==> config.mk <==
export PLATFORM = sky130hd
export DESIGN_NAME = control_sequencer
export DESIGN_NICKNAME = d
export VERILOG_FILES = /design/src/rtl/control_pkg.sv /design/src/rtl/control_decode.sv /design/src/rtl/control_sequencer.sv
export SDC_FILE = /design/constraint.sdc
export NUM_CORES = 1
export LEC_CHECK = 0
export BUFFER_PORTS_ARGS = -buffer_cell sky130_fd_sc_hd__buf_2
export CAP_MARGIN = 40
export CORE_MARGIN = 8
export CORE_UTILIZATION = 48
export CTS_CLUSTER_DIAMETER = 150
export CTS_CLUSTER_SIZE = 12
export DETAILED_ROUTE_END_ITERATION = 16
export GPL_TIMING_DRIVEN = 0
export PLACE_DENSITY = 0.75
export SETUP_SLACK_MARGIN = 0.1
export SYNTH_ARGS = -nofsm -noshare
export SYNTH_HDL_FRONTEND = slang
export SYNTH_SLANG_ARGS = --single-unit
==> constraint.sdc <==
create_clock -name clk -period 2.7 [get_ports clk]
set_clock_uncertainty 0.15 [all_clocks]
set_input_delay 0.135 -clock clk [delete_from_list [all_inputs] [get_ports clk]]
set_output_delay 0.135 -clock clk [all_outputs]
set_load 0.01 [all_outputs]
==> src/rtl/control_pkg.sv <==
// control_pkg: opcodes, ALU ops, bundle layouts and extension-length rule shared by the decode stage
package control_pkg;
   localparam logic [4:0] OP_RTYPE   = 5'b00000;
   localparam logic [4:0] OP_ADDI    = 5'b00001;
   localparam logic [4:0] OP_ANDI    = 5'b00010;
   localparam logic [4:0] OP_LW      = 5'b00011;
   localparam logic [4:0] OP_SWN     = 5'b00100;
   localparam logic [4:0] OP_BEQ     = 5'b00101;
   localparam logic [4:0] OP_BNE     = 5'b00110;
   localparam logic [4:0] OP_J       = 5'b00111;
   localparam logic [4:0] OP_JAL     = 5'b01000;
   localparam logic [4:0] OP_JR      = 5'b01001;
   localparam logic [4:0] OP_LDX     = 5'b01010;
   localparam logic [4:0] OP_LDI     = 5'b01011;
   localparam logic [4:0] OP_LDL     = 5'b01100;
   localparam logic [4:0] OP_SYSCALL = 5'b01101;
   localparam logic [2:0] ALU_ADD = 3'b000;
   localparam logic [2:0] ALU_SUB = 3'b001;
   localparam logic [2:0] ALU_AND = 3'b010;
   localparam logic [2:0] ALU_OR  = 3'b011;
   localparam logic [2:0] ALU_CMP = 3'b111;
   localparam int REG_ISJ       = 0;
   localparam int REG_EXTACTIVE = 1;
   localparam int EX_ISJR       = 6;
   localparam int MEM_MEMWRITE  = 3;
   localparam int MEM_ISBRANCH  = 6;
   localparam int WB_REGWRITE   = 0;
   typedef struct packed {
      logic [4:0] zero;
      logic       is_jr;
      logic [2:0] alu_op;
      logic [1:0] alu_src_b;
      logic       alu_src_a;
   } ex_t;
   typedef struct packed {
      logic       wide32;
      logic       sign_ext16;
      logic       is_branch;
      logic [1:0] branch_type;
      logic       mem_write;
      logic [2:0] result_src;
   } mem_t;
   typedef struct packed {
      logic       zero;
      logic       display_write;
      logic [1:0] reg_write_target;
      logic       reg_write;
   } wb_t;
   function automatic int ext_len(input logic [4:0] op, input int max_ext);
      return (op == OP_LDI || op == OP_LDL) ? 1 : (op == OP_LDX) ? max_ext : 0;
   endfunction
endpackage

==> src/rtl/control_decode.sv <==
// control_decode: combinational OpCode/FuncCode to raw EX/MEM/WB bundles plus jump flag
// ports: OpCode, FuncCode in; ex, mem, wb bundles and is_j out
module control_decode import control_pkg::*; #(
   parameter int OPW   = 5,
   parameter int FUNCW = 3
) (
   input  logic [OPW-1:0]   OpCode,
   input  logic [FUNCW-1:0] FuncCode,
   output ex_t              ex,
   output mem_t             mem,
   output wb_t              wb,
   output logic             is_j
);
   always_comb begin
      ex = '0;
      mem = '0;
      wb = '0;
      is_j = 1'b0;
      case (OpCode)
         OPW'(OP_RTYPE): begin wb.reg_write = 1'b1; ex.alu_op = 3'(FuncCode); end
         OPW'(OP_ADDI): begin wb.reg_write = 1'b1; wb.reg_write_target = 2'b01; ex.alu_src_b = 2'b01; ex.alu_op = ALU_ADD; mem.sign_ext16 = 1'b1; end
         OPW'(OP_ANDI): begin wb.reg_write = 1'b1; wb.reg_write_target = 2'b01; ex.alu_src_b = 2'b10; ex.alu_op = ALU_AND; end
         OPW'(OP_LW): begin wb.reg_write = 1'b1; wb.reg_write_target = 2'b01; ex.alu_src_b = 2'b01; ex.alu_op = ALU_ADD; mem.result_src = 3'b001; mem.sign_ext16 = 1'b1; end
         OPW'(OP_SWN): begin mem.mem_write = 1'b1; ex.alu_src_b = 2'b01; ex.alu_op = ALU_ADD; mem.sign_ext16 = 1'b1; end
         OPW'(OP_BEQ): begin mem.is_branch = 1'b1; mem.branch_type = 2'b00; ex.alu_op = ALU_CMP; end
         OPW'(OP_BNE): begin mem.is_branch = 1'b1; mem.branch_type = 2'b01; ex.alu_op = ALU_CMP; end
         OPW'(OP_J): is_j = 1'b1;
         OPW'(OP_JAL): begin is_j = 1'b1; wb.reg_write = 1'b1; wb.reg_write_target = 2'b10; mem.result_src = 3'b011; end
         OPW'(OP_JR): begin ex.is_jr = 1'b1; ex.alu_src_a = 1'b1; end
         OPW'(OP_LDX): begin wb.reg_write = 1'b1; wb.reg_write_target = 2'b01; mem.result_src = 3'b100; mem.wide32 = 1'b1; end
         OPW'(OP_LDI): begin wb.reg_write = 1'b1; wb.reg_write_target = 2'b01; mem.result_src = 3'b010; mem.sign_ext16 = 1'b1; end
         OPW'(OP_LDL): begin wb.reg_write = 1'b1; wb.reg_write_target = 2'b01; mem.result_src = 3'b010; mem.wide32 = 1'b1; end
         OPW'(OP_SYSCALL): begin
            wb.display_write = 1'b1;
            wb.reg_write = FuncCode[0];
            wb.reg_write_target = {2{FuncCode[0]}};
         end
         default: ;
      endcase
   end
endmodule

==> src/rtl/control_sequencer.sv <==
// control_sequencer: decode-stage FSM for head + extension-word instructions with bubble gating
// ports: clk, Reset (sync, active-low), OpCode, FuncCode, InstValid, Stall, Flush in;
//        REG, EX, MEM, WB control bundles, ExtIndex, LastExt out
module control_sequencer import control_pkg::*; #(
   parameter int OPW     = 5,
   parameter int FUNCW   = 3,
   parameter int MAX_EXT = 3,
   parameter int CNTW    = $clog2(MAX_EXT + 1)
) (
   input  logic             clk,
   input  logic             Reset,
   input  logic [OPW-1:0]   OpCode,
   input  logic [FUNCW-1:0] FuncCode,
   input  logic             InstValid,
   input  logic             Stall,
   input  logic             Flush,
   output logic [1:0]       REG,
   output logic [11:0]      EX,
   output logic [8:0]       MEM,
   output logic [4:0]       WB,
   output logic [CNTW-1:0]  ExtIndex,
   output logic             LastExt
);
   ex_t dec_ex;
   mem_t dec_mem;
   wb_t dec_wb;
   logic dec_j;
   logic [CNTW-1:0] ext_remain, ext_len_q, head_len;
   logic [11:0] head_ex;
   logic [8:0] head_mem;
   logic [4:0] head_wb;
   logic consume, ext_active, ext_last;
   control_decode #(.OPW(OPW), .FUNCW(FUNCW)) u_decode (
      .OpCode(OpCode),
      .FuncCode(FuncCode),
      .ex(dec_ex),
      .mem(dec_mem),
      .wb(dec_wb),
      .is_j(dec_j)
   );
   assign consume = InstValid & ~Stall & ~Flush;
   assign ext_active = ext_remain != '0;
   assign ext_last = ext_remain == CNTW'(1);
   assign head_len = CNTW'(ext_len(5'(OpCode), MAX_EXT));
   always_ff @(posedge clk) begin
      if (!Reset) begin
         ext_remain <= '0;
         ext_len_q <= '0;
         head_ex <= '0;
         head_mem <= '0;
         head_wb <= '0;
      end else if (Flush) begin
         ext_remain <= '0;
         head_ex <= '0;
         head_mem <= '0;
         head_wb <= '0;
      end else if (consume) begin
         if (ext_active) ext_remain <= ext_remain - CNTW'(1);
         else if (head_len != '0) begin
            ext_remain <= head_len;
            ext_len_q <= head_len;
            head_ex <= dec_ex;
            head_mem <= dec_mem;
            head_wb <= dec_wb;
         end
      end
   end
   always_comb begin
      EX = dec_ex;
      MEM = dec_mem;
      WB = dec_wb;
      REG = {1'b0, dec_j};
      ExtIndex = '0;
      LastExt = 1'b0;
      if (ext_active) begin
         // extension words carry raw data; only the final one replays the latched head with its deferred write
         REG = '0;
         REG[REG_EXTACTIVE] = 1'b1;
         ExtIndex = ext_len_q - ext_remain + CNTW'(1);
         LastExt = ext_last;
         EX = ext_last ? head_ex : '0;
         MEM = ext_last ? head_mem : '0;
         WB = ext_last ? head_wb : '0;
         WB[WB_REGWRITE] = ext_last;
      end else if (head_len != '0) begin
         WB[WB_REGWRITE] = 1'b0;
         MEM[MEM_MEMWRITE] = 1'b0;
         EX[EX_ISJR] = 1'b0;
         REG[REG_ISJ] = 1'b0;
      end
      if (!consume) begin
         WB[WB_REGWRITE] = 1'b0;
         MEM[MEM_MEMWRITE] = 1'b0;
         MEM[MEM_ISBRANCH] = 1'b0;
         EX[EX_ISJR] = 1'b0;
         REG[REG_ISJ] = 1'b0;
      end
      if (!Reset) begin
         EX = '0;
         MEM = '0;
         WB = '0;
         REG = '0;
         ExtIndex = '0;
         LastExt = 1'b0;
      end
   end
endmodule

==> results of run 1 <==
==> cells by family (layout without fill, tap and decap cells) <==
group | after synthesis | in the layout
multiplexers | 3 | 3
AO/OA/AOI/OAI | 41 | 41
adder cells (fa/ha/maj) | 1 | 1
AND/OR/NAND/NOR | 91 | 91
XOR/XNOR | 3 | 3
flip-flops | 21 | 21
buffers and inverters | 24 | 63
other | 1 | 7
==> synthesized netlist by cell type <==
cell type	count
a2111oi_0	1
a2111oi_4	1
a21boi_1	1
a21oi_1	19
a221oi_1	1
a22oi_1	4
a2bb2oi_1	1
a32oi_1	1
and2_1	14
and3_1	1
buf_1	1
buf_2	1
buf_4	7
buf_6	1
clkbuf_1	11
clkinv_1	1
conb_1	1
dfxtp_1	21
ha_1	1
inv_1	2
mux2i_1	3
nand2_1	12
nand2b_1	13
nand3_1	1
nand3b_1	3
nor2_1	23
nor2_2	1
nor2b_1	5
nor3_1	9
nor3b_1	1
o21a_1	4
o21ai_0	2
o21bai_1	1
o22ai_1	3
o32ai_1	1
o41ai_1	1
or2_2	2
or3_1	1
or3b_2	2
or4_1	2
or4b_4	1
xnor2_1	3
==> layout by cell type (no fill, tap or decap), types with 3 or more instances in the layout <==
cell,synthesis,final
nor2b_1,5,5
mux2i_1,3,3
o21a_1,4,4
clkbuf_4,0,3
nand3b_1,3,3
and2_1,14,14
nand2b_1,13,13
nand2_1,12,12
buf_2,1,35
buf_4,7,7
nor2_1,23,23
a21oi_1,19,19
dfxtp_1,21,21
nor3_1,9,9
conb_1,1,7
o22ai_1,3,3
a22oi_1,4,4
xnor2_1,3,3
clkbuf_1,11,11
==> worst reg2reg max path, cell delays in order (launching register included) <==
cell and delay (ps):
dfxtp_1 330, buf_6 130, or4b_4 580, a2111oi_4 600
nor2_2 70, buf_2 190, and2_1 170
==> final timing paths <==
path	end	from	cells past startpoint	slack, ps
worst max-delay path	MEM[7]	ext_remain[1]	6	340
worst min-delay path	ext_remain[0]	Flush	3	30
worst max register to register	head_ex[2]	ext_remain[0]	6	390
worst min register to register	head_ex[4]	head_ex[4]	1	320
==> metal layers <==
layer  share of wire  track usage  up-vias
met4          0.0040       0.0201        0
li1                -            -      711
met3           0.064       0.0372        2
met1            0.47        0.180      616
met5               0            0        -
met2            0.47        0.231       35
==> stage by stage <==
step                      instance area (sq um)  utilization
after floorplan                            1410            -
after global placement                     1620        0.587
after detailed placement                   1620        0.587
after CTS                                  1660        0.600
after global routing                       1660        0.600
final                                      1660        0.600
==> cell type report <==
class | count | area share
buffer | 21 | 0.0688
clock buffer | 3 | 0.0136
clock inverter | 1 | 0.00302
inverter | 3 | 0.00680
multi-input combinational | 146 | 0.522
sequential | 21 | 0.254
tap | 31 | 0.0234
timing repair buffer | 35 | 0.109
==> flip-flops by register name, indices dropped and copies added, names as in the netlist <==
| register | flops |
|---|---|
| ext_len_q | 2 |
| ext_remain | 2 |
| head_ex | 6 |
| head_mem | 8 |
| head_wb | 3 |
==> power groups by stage <==
stage / registers, mW / logic (mW) / clock network (mW)
floorplan: 0.317 / 0.0768 / 0
global placement: 0.317 / 0.106 / 0
detailed placement: 0.317 / 0.106 / 0
CTS: 0.310 / 0.108 / 0.158
global route: 0.311 / 0.121 / 0.175
finish: 0.310 / 0.110 / 0.151
==> repair_timing <==
item	in CTS	in global routing
hold buffers	1	0
endpoints found under the hold margin	2	0
setup buffers	0	0
==> impl_metrics.tcl, run 1 <==
set metrics [dict create \
    drtIter0Drc 72 \
    share_seq_of_total_power 0.544 \
    fillers 264 \
    coreArea_sq_um 2760 \
    leakage_nw 0.705 \
    yosysTopAreaCellShare 0.303 \
    power.switching_mw 0.160 \
    chipHeight_microns 69.7 \
    worstPathMaxFanout 10 \
    io_pins 44 \
    viasPerCell 5.23 \
    ff_latch_area_sq_um 420 \
    area_growth_pct 19.4 \
    hold_viol 0 \
    cp-start-kind "flop" \
    slew_viol_final 0 \
    gp_congestion 0.891 \
    synth_area_leaders "dfxtp_1, a21oi_1, and2_1" \
    drc_errors 0 \
    antenna_left 0 \
    max_stage_delay_ps 440 \
    min_period_ps 2360 \
    cp_common_cell "clkbuf_1" \
    cp.arrival_ps 2070 \
    die_x_microns 69.7 \
    crit_buf_inv 4 \
    dp_cells 256 \
    yosys_warnings 0 \
    row_count 19 \
    internal_power_mw 0.410 \
    hpwl_microns 2670 \
    finalCritPeriodShare 0.874 \
    synth_compound_area_frac 0.201 \
    totalPowerFinal_mw 0.571 \
    switching_share 0.281 \
    cts_repair_resize_count 0 \
    clock_sinks 21 \
    syn-instance-count 185 \
    path_cells "clkbuf_1 > nand2b_1 > clkbuf_1 > clkbuf_1 > nor2_1 > buf_2" \
    hp-class "primary input to flop" \
    clk_latency_ps 290 \
    grt_pass1_vias 1294 \
    avgRoutedWirePerCell_microns 13.5 \
    ys_seq_area_frac 0.303 \
    ys_types 42 \
    critPathTopFamily "buffers and inverters" \
    antenna_found_initial 0 \
    synth.largest_area_cell "dfxtp_1" \
    grt_max_degree 13 \
    fin_tns_setup_ps 0 \
    totalWireLength_microns 3530 \
    synth-xor-area-share 0.0190 \
    ys_ff_latch 21 \
    tritoncts "yes" \
    diodes 0 \
    crit_type "flop to output port" \
    slew_headroom 0.613 \
    start_util 0.503 \
    setup_viol 0 \
    cap_violations 0 \
    portBuffers 34 \
    cts_buffers 3 \
    synth_area_sq_um 1390 \
    syn_area_per_cell_sq_um 7.49 \
    gr-total-overflow 0 \
    synth-simple-area-share 0.353 \
    power_frac_comb 0.192 \
    die-area_sq_um 4860 \
    cts-root-to-sink-buffers 2 \
    status "complete, no violations" \
    synth_top_family_by_area "simple AND/OR/NAND/NOR gates" \
    worst_slack_ps 341 \
    cp_slowest_cell "clkbuf_1" \
    end_kind "output port" \
    grt_first_pass_wirelength_microns 5990 \
    fin_cells 261 \
    nets 245 \
    dr_total_vias 1364 \
    drt-pass1-iter-count 4 \
    fmax_mhz 424 \
    hold_slack_ps 26.4 \
    path_clk_slew_ps 110 \
    h-tree-depth 1 \
    drive_gt1_frac 0.235 \
    root_buffer "clkbuf_4" \
    clkPwrFrac 0.264 \
    critPathRequiredTime_ps 2410 \
    power_density_nw_per_um2 345 \
    grt_setup_unrepaired "false" \
    synthMuxAreaShare 0.0217 \
    worst_pin_slew_ps 581 \
    ir_drop_uv 297 \
    grt_util_all_layers 0.140 \
    synth_fa_ha_area_frac 0.00903 \
    multi_input_area_sq_um 863 \
    pre_cts_ws_ps 408 \
]
Note: power is estimated with default switching activity, not from simulation.
==> run 2, diff against run 1 <==
CORE_MARGIN = 5   (was 8)
==> run 2 against run 1 <==
Global-route usage is 3.6 points higher. Clock-buffer cell count stayed put. Worst setup slack worse by 39 ps. Critical endpoint unchanged. Core utilization stayed put. Final cell count stayed put. Clock power hardly changed. Die area is 16% lower. Combinational power hardly changed. Via count is 0.95% higher. Largest cell class unchanged. Sequential power hardly changed. Final area stayed put. Non-clock buffer count stayed put.
==> impl_metrics.tcl, run 2 (synthesis gave the netlist of run 1 again) <==
set metrics [dict create \
    diodes 0 \
    portBuffers 34 \
    path_cells "clkbuf_1 > nand2b_1 > clkbuf_1 > clkbuf_1 > nor2_1 > buf_2" \
    max_stage_delay_ps 430 \
    critPathRequiredTime_ps 2410 \
    fin_tns_setup_ps 0 \
    cp_slowest_cell "clkbuf_1" \
    dp_cells 256 \
    setup_viol 0 \
    r2r_slack_ps 400 \
    gr-total-overflow 0 \
    h-tree-depth 1 \
    viasPerCell 5.28 \
    coreArea_sq_um 2760 \
    hp-class "primary input to flop" \
    cp.arrival_ps 2110 \
    row_count 19 \
    reg2regPathDepth 6 \
    hold_depth 3 \
    drtIter0Drc 87 \
    gp_congestion 0.835 \
    antenna_found_initial 0 \
    fmax_mhz 417 \
    holdCritStartpoint "Flush" \
    die-area_sq_um 4060 \
    clk_latency_ps 300 \
    hold_viol 0 \
    avgRoutedWirePerCell_microns 13.3 \
    tritoncts "yes" \
    grt_max_degree 13 \
    final_cell_mix "buf_2, nor2_1, dfxtp_1" \
    hold_buffers 1 \
    end_kind "output port" \
    root_buffer "clkbuf_4" \
    grt_util_all_layers 0.176 \
    reg.largest.list "head_mem: 8 flops, head_ex: 6 flops, head_wb: 3 flops" \
    timing.rr.start "ext_remain[0]" \
    cts_setup_buffers 0 \
    cts-root-to-sink-buffers 2 \
    area_growth_pct 19.4 \
    nets 245 \
    drt-pass1-iter-count 4 \
    io_pins 44 \
    leakage_nw 0.705 \
    totalWireLength_microns 3470 \
    power_density_nw_per_um2 347 \
    hold_slack_ps 17.3 \
    top_register "head_mem" \
    totalPowerFinal_mw 0.574 \
    cts_buffers 3 \
    largest_register_ffs 8 \
    antenna_left 0 \
    status "complete, no violations" \
    die_x_microns 63.7 \
    worst_pin_slew_ps 554 \
    start_util 0.503 \
    fin_cells 261 \
    finalCritPeriodShare 0.888 \
    cp_common_cell "clkbuf_1" \
    hpwl_microns 2630 \
    ir_drop_uv 320 \
    cap_violations 0 \
    worstPathMaxFanout 10 \
    cp-start-kind "flop" \
    drc_errors 0 \
    path_clk_slew_ps 120 \
    slew_viol_final 0 \
    cts_repair_resize_count 0 \
    grt_setup_unrepaired "false" \
    rr_endpoint "head_ex[2]" \
    layout_commonest_cell "buf_2" \
    slew_headroom 0.631 \
    dr_total_vias 1377 \
    crit_type "flop to output port" \
    grt_pass1_vias 1335 \
    min_period_ps 2400 \
    clock_sinks 21 \
    chipHeight_microns 63.7 \
    holdPathEnd "ext_remain[0]" \
    drive_gt1_frac 0.235 \
    grt_first_pass_wirelength_microns 6000 \
]
-- run 2: cell counts in the layout (fill, tap and decap cells not counted) --
No cell type changed its count.
-- run 2: through the flow --
stage          setup slack [ps]   util  instance area (sq um)
2_1_floorplan               602      -                   1410
3_3_place_gp                408  0.587                   1620
3_5_place_dp                400  0.587                   1620
4_1_cts                     289  0.600                   1660
5_1_grt                     175  0.600                   1660
6_report                    302  0.600                   1660
-- run 2: area by class of cell --
class | count | area (sq um)
Tap cell | 31 | 38.8
Sequential cell | 21 | 420
Multi-Input combinational cell | 146 | 863
Fill cell | 276 | 1100
Timing Repair Buffer | 35 | 180
Clock inverter | 1 | 5.00
Inverter | 3 | 11.3
Clock buffer | 3 | 22.5
Buffer | 21 | 114
-- run 2: worst max path at each step --
| stage | from | end | slack [ps] | depth (start not counted) |
|---|---|---|---|---|
| 6_report | ext_remain[1] | MEM[7] | 300 | 6 |
| 5_1_grt | ext_remain[1] | MEM[4] | 180 | 6 |
| 4_1_cts | ext_remain[1] | MEM[7] | 290 | 6 |
| 3_5_place_dp | ext_remain[0] | head_ex[2] | 400 | 6 |
| 3_3_place_gp | ext_remain[0] | head_mem[3] | 410 | 6 |
| 2_1_floorplan | ext_remain[0] | head_ex[0] | 600 | 6 |
-- run 2: metal layers --
layer  GRT usage  up-vias  wire length (microns)
met3      0.0298        4                    142
met5           0        -                      0
li1            -      706                      -
met4      0.0338        0                     27
met2       0.302       24                   1690
met1       0.233      643                   1620
-- run 2: worst max-delay path: cells and delay by family, from the launching register on --
kind                   cells  cell delay [ps]
buffers and inverters      4             1240
flip-flops                 1              330
AND/OR/NAND/NOR            2              250
-- run 2: power by group --
group	internal, mW	switching, mW	leakage, nW
Combinational	0.0452	0.0644	0.518
Clock	0.0553	0.0987	0.0177
Sequential	0.310	0.000204	0.169
Total	0.411	0.163	0.705
==> run 3, diff against run 2 <==
RECOVER_POWER = 100   (was unset)
==> run 3 against run 2 <==
Routed wire length grew 1.3%. Flip-flop and latch count did not move. Sequential share of layout area grew 0.57 points. Largest cell class unchanged.
==> impl_metrics.tcl, run 3 (synthesis gave the netlist of run 1 again) <==
set metrics [dict create \
    final_cell_mix "clkbuf_1, nor2_1, dfxtp_1" \
    totalWireLength_microns 3510 \
    power_density_nw_per_um2 355 \
    hold_slack_ps 15.0 \
    cp-start-kind "flop" \
    cts_repair_resize_count 0 \
    drive_gt1_frac 0.122 \
    share_seq_of_total_power 0.540 \
    nets 245 \
    setup_viol 0 \
    io_pins 44 \
    cts-root-to-sink-buffers 2 \
    tritoncts "yes" \
    antenna_left 0 \
    power.switching_mw 0.166 \
    pre_cts_ws_ps 400 \
    critPathRequiredTime_ps 2770 \
    area_growth_pct 16.8 \
    die_x_microns 63.7 \
    grt_first_pass_wirelength_microns 6000 \
    diodes 0 \
    viasPerCell 5.40 \
    cap_violations 0 \
    h-tree-depth 1 \
    drt-pass1-iter-count 4 \
    root_buffer "clkbuf_4" \
    row_count 19 \
    gp_congestion 0.835 \
    cp.arrival_ps 2510 \
    slew_viol_final 0 \
    switching_share 0.288 \
    cts_buffers 3 \
    start_util 0.503 \
    clkPwrFrac 0.272 \
    avgRoutedWirePerCell_microns 13.5 \
    end_kind "flop" \
    clk_latency_ps 300 \
    status "complete, no violations" \
    finish.utilization 0.587 \
    drc_errors 0 \
    ir_drop_uv 321 \
    leakage_nw 0.595 \
    layout_commonest_cell "clkbuf_1" \
    top_register "head_mem" \
    largest_register_ffs 8 \
    coreArea_sq_um 2760 \
    fillers 292 \
    portBuffers 34 \
    die-area_sq_um 4060 \
    slew_headroom 0.651 \
    finalCritPeriodShare 0.904 \
    chipHeight_microns 63.7 \
    dr_total_vias 1409 \
    reg.largest.list "head_mem: 8 flops, head_ex: 6 flops, head_wb: 3 flops" \
    grt_util_all_layers 0.176 \
    grt_max_degree 13 \
    clock_sinks 21 \
    grt_setup_unrepaired "false" \
    fin_tns_setup_ps 0 \
    hpwl_microns 2630 \
    worst_slack_ps 259 \
    crit_type "flop to flop" \
    min_period_ps 2440 \
    power_frac_comb 0.188 \
    gr-total-overflow 0 \
    totalPowerFinal_mw 0.574 \
    grt_pass1_vias 1335 \
    hold_viol 0 \
    hp-class "primary input to flop" \
    worstPathMaxFanout 10 \
    antenna_found_initial 0 \
    path_clk_slew_ps 130 \
    fmax_mhz 410 \
    drtIter0Drc 79 \
    internal_power_mw 0.409 \
    worst_pin_slew_ps 510 \
]
-- run 3: cell count changes in the layout (fill, tap and decap cells not counted) --
cell / delta
a21boi_0: +1
a21boi_1: -1
and2_0: +3
and2_1: -3
buf_2: -25
clkbuf_1: +24
clkbuf_2: +1
nor2_1: +1
nor2_2: -1
or4b_1: +1
or4b_4: -1
-- run 3: per-stage QoR --
step	instances	instance area, sq um
floorplan	191	1410
global placement	256	1620
detailed placement	256	1620
CTS	261	1660
global route	261	1620
finish	261	1620
-- run 3: final cells by class --
class                           count  area, sq um  area share
Timing Repair Buffer               35          150      0.0927
Inverter                            3         11.3     0.00696
Sequential cell                    21          420       0.260
Clock inverter                      1         5.00     0.00309
Buffer                             21          114      0.0703
Multi-Input combinational cell    146          857       0.529
Clock buffer                        3         22.5      0.0139
Tap cell                           31         38.8      0.0240
-- run 3: routing by layer --
metal  up-vias  GRT usage  routed length, microns  share of wire
met3         4     0.0298                     161          0.046
met4         0     0.0338                      24         0.0068
met1       668      0.233                    1600           0.46
met2        30      0.302                    1720           0.49
li1        707          -                       -              -
met5         -          0                       0              0
-- run 3: timing repair --
action / CTS / global route
buffers inserted: 0 / 0
hold buffers: 1 / 0
endpoints found under the setup margin: 0 / 0
endpoints found under the hold margin: 2 / 0
-- run 3: worst paths after layout --
kind,from,slack [ps],to,cells after the start
max,ext_remain[0],260,head_ex[2],6
min,Flush,10,ext_remain[0],3
min reg2reg,head_ex[5],330,head_ex[5],1
max reg2reg,ext_remain[0],260,head_ex[2],6
-- run 3: power groups by stage --
| stage | clock network (mW) | logic, mW | registers (mW) |
|---|---|---|---|
| global route | 0.173 | 0.121 | 0.311 |
| finish | 0.156 | 0.108 | 0.310 |
| CTS | 0.161 | 0.109 | 0.310 |
| global placement | 0 | 0.106 | 0.317 |
| detailed placement | 0 | 0.107 | 0.317 |
| floorplan | 0 | 0.0768 | 0.317 |
-- run 3: worst max-delay path: stages (launching register included) --
cell and delay (ps):
dfxtp_1 330, buf_6 130, or4b_1 630, a2111oi_4 590, nor2_1 140, clkbuf_2 210
and2_0 180
